<file path="config.mk">
export PLATFORM = sky130hd
export DESIGN_NAME = dmem_arbiter
export DESIGN_NICKNAME = d
export VERILOG_FILES = /design/src/rtl/dmem_arbiter.sv
export SDC_FILE = /design/constraint.sdc
export NUM_CORES = 1
export LEC_CHECK = 0
export CAP_MARGIN = 0
export CORE_AREA = 2 2 230 232
export CTS_BUF_LIST = sky130_fd_sc_hd__clkbuf_8
export DETAILED_ROUTE_END_ITERATION = 8
export DIE_AREA = 0 0 232 234
export GPL_TIMING_DRIVEN = 0
export REMOVE_ABC_BUFFERS = 1
export SETUP_SLACK_MARGIN = 0.5
export SYNTH_ARGS = -nofsm -noshare
export SYNTH_HDL_FRONTEND = slang
export SYNTH_SLANG_ARGS = --single-unit
</file>
<file path="constraint.sdc">
create_clock -name clk -period 5.5 [get_ports clk]
set_input_delay 1.1 -clock clk [delete_from_list [all_inputs] [get_ports clk]]
set_output_delay 1.1 -clock clk [all_outputs]
set_load 0.02 [all_outputs]
</file>
<file path="src/rtl/dmem_arbiter.sv">
// dmem_arbiter
//
// Shares the single-ported data memory between the pipeline's MEM stage (CPU
// port) and a secondary requester such as a loader or debug DMA (DMA port).
// The block sits between the MEM-stage logic and the datamem instance. It
// steers address, data, enable and size lines to the memory, and it stalls
// the pipeline while the DMA port owns the memory.
//
// The DMA side uses a hold-until-ack handshake. A granted access completes on
// the granting edge. dma_ack is then high for exactly one cycle. No new grant
// is issued during that ack cycle, so DMA grants are at least two cycles apart.
//
// Optional feature (compile-time macro DMEM_ARB_STARVE_GUARD_EN):
//   When the macro is defined, a saturating counter tracks how many
//   consecutive cycles a pending DMA request has been denied. Once the count
//   reaches STARVE_LIMIT, the DMA preempts a busy CPU for one cycle.
//   When the macro is not defined, the DMA is granted only in CPU-idle cycles.
//
// Parameters:
//   STARVE_LIMIT   denied DMA cycles before preemption (guard build only), 1..15
//
// Ports:
//   clk, reset          clock; asynchronous active-high reset
//   cpu_read/cpu_write  MEM-stage load / store strobes
//   cpu_addr/cpu_wdata  MEM-stage address and forwarded store data
//   cpu_xfer_size       CPU transfer size
//   cpu_rdata           load data, combinational copy of mem_rdata
//   cpu_stall           CPU access present but not granted this cycle
//   dma_req/dma_we      DMA request (held until ack) and write select
//   dma_addr/dma_wdata  DMA access fields, stable while dma_req is high
//   dma_xfer_size       DMA transfer size
//   dma_ack             registered one-cycle completion pulse
//   dma_rdata           registered read data, valid while dma_ack is high
//   dma_grant           DMA owns the memory this cycle (combinational)
//   mem_*               memory-side drive; mem_rdata is the combinational read

module dmem_arbiter #(
    parameter int unsigned STARVE_LIMIT = 4
) (
    input  logic        clk,
    input  logic        reset,

    input  logic        cpu_read,
    input  logic        cpu_write,
    input  logic [63:0] cpu_addr,
    input  logic [63:0] cpu_wdata,
    input  logic [3:0]  cpu_xfer_size,
    output logic [63:0] cpu_rdata,
    output logic        cpu_stall,

    input  logic        dma_req,
    input  logic        dma_we,
    input  logic [63:0] dma_addr,
    input  logic [63:0] dma_wdata,
    input  logic [3:0]  dma_xfer_size,
    output logic        dma_ack,
    output logic [63:0] dma_rdata,
    output logic        dma_grant,

    output logic [63:0] mem_addr,
    output logic [63:0] mem_wdata,
    output logic [3:0]  mem_xfer_size,
    output logic        mem_we,
    output logic        mem_re,
    input  logic [63:0] mem_rdata
);

    // Reject an out-of-range limit at elaboration time. A 4-bit counter
    // cannot reach a limit above 15, and a limit of 0 would preempt every cycle.
    if (STARVE_LIMIT < 1 || STARVE_LIMIT > 15) begin : g_bad_starve_limit
        $error("dmem_arbiter: STARVE_LIMIT must be in 1..15");
    end

    typedef enum logic [0:0] {
        StIdle,
        StAck
    } dma_state_e;

    dma_state_e  state_q;
    logic        dma_ack_q;
    logic [63:0] dma_rdata_q;

    logic cpu_busy;
    logic starve_hit;
    logic grant;

    assign cpu_busy = cpu_read | cpu_write;

    // The reset term keeps the grant, and everything derived from it, low
    // while reset is high.
    assign grant = !reset && (state_q == StIdle) && dma_req && (!cpu_busy || starve_hit);

`ifdef DMEM_ARB_STARVE_GUARD_EN
    localparam logic [3:0] LimitCnt = 4'(STARVE_LIMIT);

    logic [3:0] starve_cnt_q;

    assign starve_hit = (starve_cnt_q == LimitCnt);

    // The count is held, not cleared, during the ack cycle. A request held
    // through ACK therefore keeps its accumulated wait.
    always_ff @(posedge clk or posedge reset) begin
        if (reset) begin
            starve_cnt_q <= 4'd0;
        end else if (!dma_req || grant) begin
            starve_cnt_q <= 4'd0;
        end else if ((state_q == StIdle) && (starve_cnt_q != LimitCnt)) begin
            starve_cnt_q <= starve_cnt_q + 4'd1;
        end
    end
`else
    assign starve_hit = 1'b0;
`endif

    // DMA handshake FSM. The access completes on the granting edge. The ack
    // and the captured read data are registered here, alongside the state.
    always_ff @(posedge clk or posedge reset) begin
        if (reset) begin
            state_q     <= StIdle;
            dma_ack_q   <= 1'b0;
            dma_rdata_q <= 64'd0;
        end else begin
            dma_ack_q <= 1'b0;
            unique case (state_q)
                StIdle: begin
                    if (grant) begin
                        state_q   <= StAck;
                        dma_ack_q <= 1'b1;
                        if (!dma_we) begin
                            dma_rdata_q <= mem_rdata;
                        end
                    end
                end
                StAck: begin
                    state_q <= StIdle;
                end
                default: begin
                    state_q <= StIdle;
                end
            endcase
        end
    end

    // Memory-side steering. A stalled CPU access is not forwarded; the
    // pipeline replays it in a later cycle. Simultaneous cpu_read and
    // cpu_write are illegal, and both enables pass through unchanged.
    always_comb begin
        mem_addr      = 64'd0;
        mem_wdata     = 64'd0;
        mem_xfer_size = 4'd0;
        mem_we        = 1'b0;
        mem_re        = 1'b0;
        if (!reset) begin
            if (grant) begin
                mem_addr      = dma_addr;
                mem_wdata     = dma_wdata;
                mem_xfer_size = dma_xfer_size;
                mem_we        = dma_we;
                mem_re        = !dma_we;
            end else begin
                mem_addr      = cpu_addr;
                mem_wdata     = cpu_wdata;
                mem_xfer_size = cpu_xfer_size;
                mem_we        = cpu_write;
                mem_re        = cpu_read;
            end
        end
    end

    assign dma_grant = grant;
    assign cpu_stall = cpu_busy && grant;
    assign cpu_rdata = mem_rdata;
    assign dma_ack   = dma_ack_q;
    assign dma_rdata = dma_rdata_q;

endmodule

</file>
==> results.md <==
- Outcome: completed
- Clk sink count: 65
- WL per Instance: 18.9 um
- Pwr dens: 202 nW/um^2
- CTS Hold Bufs: 0
- LEAKAGE: 4.56 nW
- Register bit total from synthesis: 65
- Tightest Pin Transition: 0.838 ns
- Setup violators final: 0
- Asr flop ratio synth: 100%
- Synth Area in Compound Gates: 13.9%
- Simple-gate share of the synthesized area: 21.5%
- First-pass GRT wire length: 43,800 um
- Startpoint type of the worst setup path: input pin
- Post-synthesis adder-cell area fraction: 0%
- Port Buf Inserts: 597
- Clock skew: 0.0123 ns
- Starting Density: 9.31%
- GRT Util Overall: 11.3%
- Number of remaining DRC errors: 0
- Core Util, Final: 21.7%
- GP Congestion: 0.730
- Antenna viol nets, final: 0
- CP Cell Sequence: dlymetal6s2s_1 -> nor4b_4 -> buf_8 -> buf_6 -> buf_8 -> buf_6 -> buf_6 -> buf_8 -> nand2_1 -> a21oi_1 -> dlygate4sd2_1
- Max stage delay on crit path: 0.39 ns
- Slew Viols, Final: 0
- Synth area leaders: dfrtp_1 34%, nand2_1 20%, mux2_2 15%, a21oi_1 14%, buf_4 11%
- Unrepaired setup endpoints after global routing: no
- Average size of a mapped cell: 7.41 um^2
- TritonRoute pass-1 iters: 4
- Row count: 84
- Ys flop type: dfrtp_1
- Layout fillers: 5,726
- Htree depth: 3
- Most frequent cell after synthesis: nand2_1
- Mapped Area: 4840 um^2
- Die Width: 232 um
- Initial antenna violation count: 5
- Share of layout cells above drive strength 1: 10.0%
- Core area: 52,000 um^2
- Final net count: 1,496
- Routed vias/inst: 3.49
- CP max-delay cell: dlygate4sd2_1
- Crit Path Max Fanout: 22
- Largest net degree at the start of global routing: 113
- Post-synthesis mux area share: 14.9%
- Maximum vdd drop: 0.203 mV
- Post-Synth XOR/XNOR Area: 0%
- Vias in the first global route: 6,244
- Chip height: 234 um
- Hpwl dp: 28,500 um
- Post-synth EDFFs: 0
- Grt ovf: 0
- Max clock buf depth: 2
- Final WL: 35,100 um
- HP Class: register to register
- Starting DRC count in detailed routing: 223
- Multi-input logic area: 2490 um^2
- Clk pin slew, worst setup/hold paths: 0.07 ns
- Critical Path AT: 3.68 ns
- Reg area: 1630 um^2
- Post-synthesis instance total: 654
- Fin crit share: 86.9%
- CTS tree: done
- Ys Warns: 0
- Largest family of logic cells by synthesized area: simple AND/OR/NAND/NOR gates
- Synth top area share: 33.6%
- Worst hold margin: 0.506 ns
- Post-synthesis sequential area ratio: 33.6%
- Die area: 54,300 um^2
- Max cap viols: 0
- Dominant cell type by area after synthesis: dfrtp_1
- I/O pins: 599
- Area Overhead vs Synth: 133%
- Total CTS buffers: 9
- Clk_lat worst skew: 0.36 ns
- CP Capture Type: output port
- Fmax: 209 MHz
- Min cycle time layout: 4.78 ns
- Slew HR: 44.1%
- Vias: 6,477
- CTS root buf: clkbuf_8
- Final Hold Vio Count: 0
- Crit path required time: 4.40 ns
- Commonest cells in the netlist: 264 x nand2_1, 133 x a21oi_1, 73 x buf_4, 65 x dfrtp_1, 64 x mux2_2
- Crit Path Class: input pin to output port
- Unique cell type count in the Yosys netlist: 16
[where the power goes]
group | internal, W | leakage (nW) | switching (W) | total, W
registers | 0.000591 | 0.800 | 0.0000602 | 0.000651
logic | 0.000648 | 3.66 | 0.000571 | 0.00122
clock network | 0.000219 | 0.105 | 0.000198 | 0.000417
[path summary, 6_finish.rpt]
kind / startpoint / end / slack [ns] / depth (start not counted)
worst max-delay path: dma_req / mem_wdata[18] / 0.72 / 11
worst min-delay path: dma_rdata[31] / dma_rdata[31] / 0.51 / 1
worst max register to register: dma_ack / dma_ack / 3.53 / 2
worst min register to register: dma_rdata[31] / dma_rdata[31] / 0.51 / 1
max in group asynchronous: reset / dma_rdata[54] / 3.91 / 2
min in group asynchronous: reset / dma_rdata[56] / 1.03 / 2
[critical path, delay by kind of cell]
family                 cells  cell delay (ns)
buffers and inverters      8             1.96
AO/OA/AOI/OAI              1             0.15
AND/OR/NAND/NOR            2             0.44
[cells in the final DEF, fill, tap and decap left out, drive strengths merged]
cell type	count
mux2	64
dlymetal6s2s	4
clkdlybuf4s50	550
dfrtp	65
clkbuf	15
inv	5
nand3	1
bufinv	1
nand2	264
a31oi	1
nor3	1
clkinv	1
dlygate4sd2	26
buf	23
clkinvlp	1
diode	2
clkdlybuf4s15	3
nor4b	1
conb	1
nor2	4
or4b	3
a21oi	133
[layer usage]
metal / GRT usage (%) / routed length [um] / vias to the layer above
li1: - / - / 3088
met3: 3.00 / 3190 / 19
met1: 12.9 / 13600 / 2972
met2: 21.3 / 17900 / 398
met4: 2.14 / 402 / 0
met5: 0 / 0 / -
[cell families after synthesis]
| logic type | Yosys count |
|---|---|
| AO/OA/AOI/OAI | 134 |
| buffers and inverters | 118 |
| other | 1 |
| flip-flops | 65 |
| AND/OR/NAND/NOR | 272 |
| multiplexers | 64 |
[state kept, by name, summed over array words and instances, names as in the netlist]
name / cells
dma_ack: 1
dma_rdata: 64
[stage by stage]
stage / setup WS, ns / power [W] / instances / area, um^2 / setup TNS [ns]
floorplan: -2.63 / 0.00108 / 538 / 4070 / -346.83
global route: 0.518 / 0.00241 / 1855 / 11300 / 0
finish: 0.719 / 0.00229 / 1857 / 11300 / 0
CTS: 0.254 / 0.00232 / 1850 / 11200 / 0
detailed placement: -0.733 / 0.00189 / 1833 / 11100 / -10.87
global placement: -8.50 / 0.00190 / 1823 / 10900 / -1340.52
[final cells by class]
cell class	instances	share of cell area, %
antenna	2	0.0443
clock buffer	10	1.22
clock inverter	6	0.520
inverter	2	0.0886
multi-input combinational	473	22.1
sequential	65	14.4
tap	688	7.62
timing repair buffer	611	54.1
[timing repair]
item / 4_1_cts / 5_1_grt
setup endpoints to repair: 78 / 42
buffers inserted: 1 / 3
resized for setup: 77 / 30
hold endpoints to repair: 0 / 0
pin swaps: 0 / 1
cloned: 0 / 2
No activity file was read; power rests on OpenSTA's default activity.
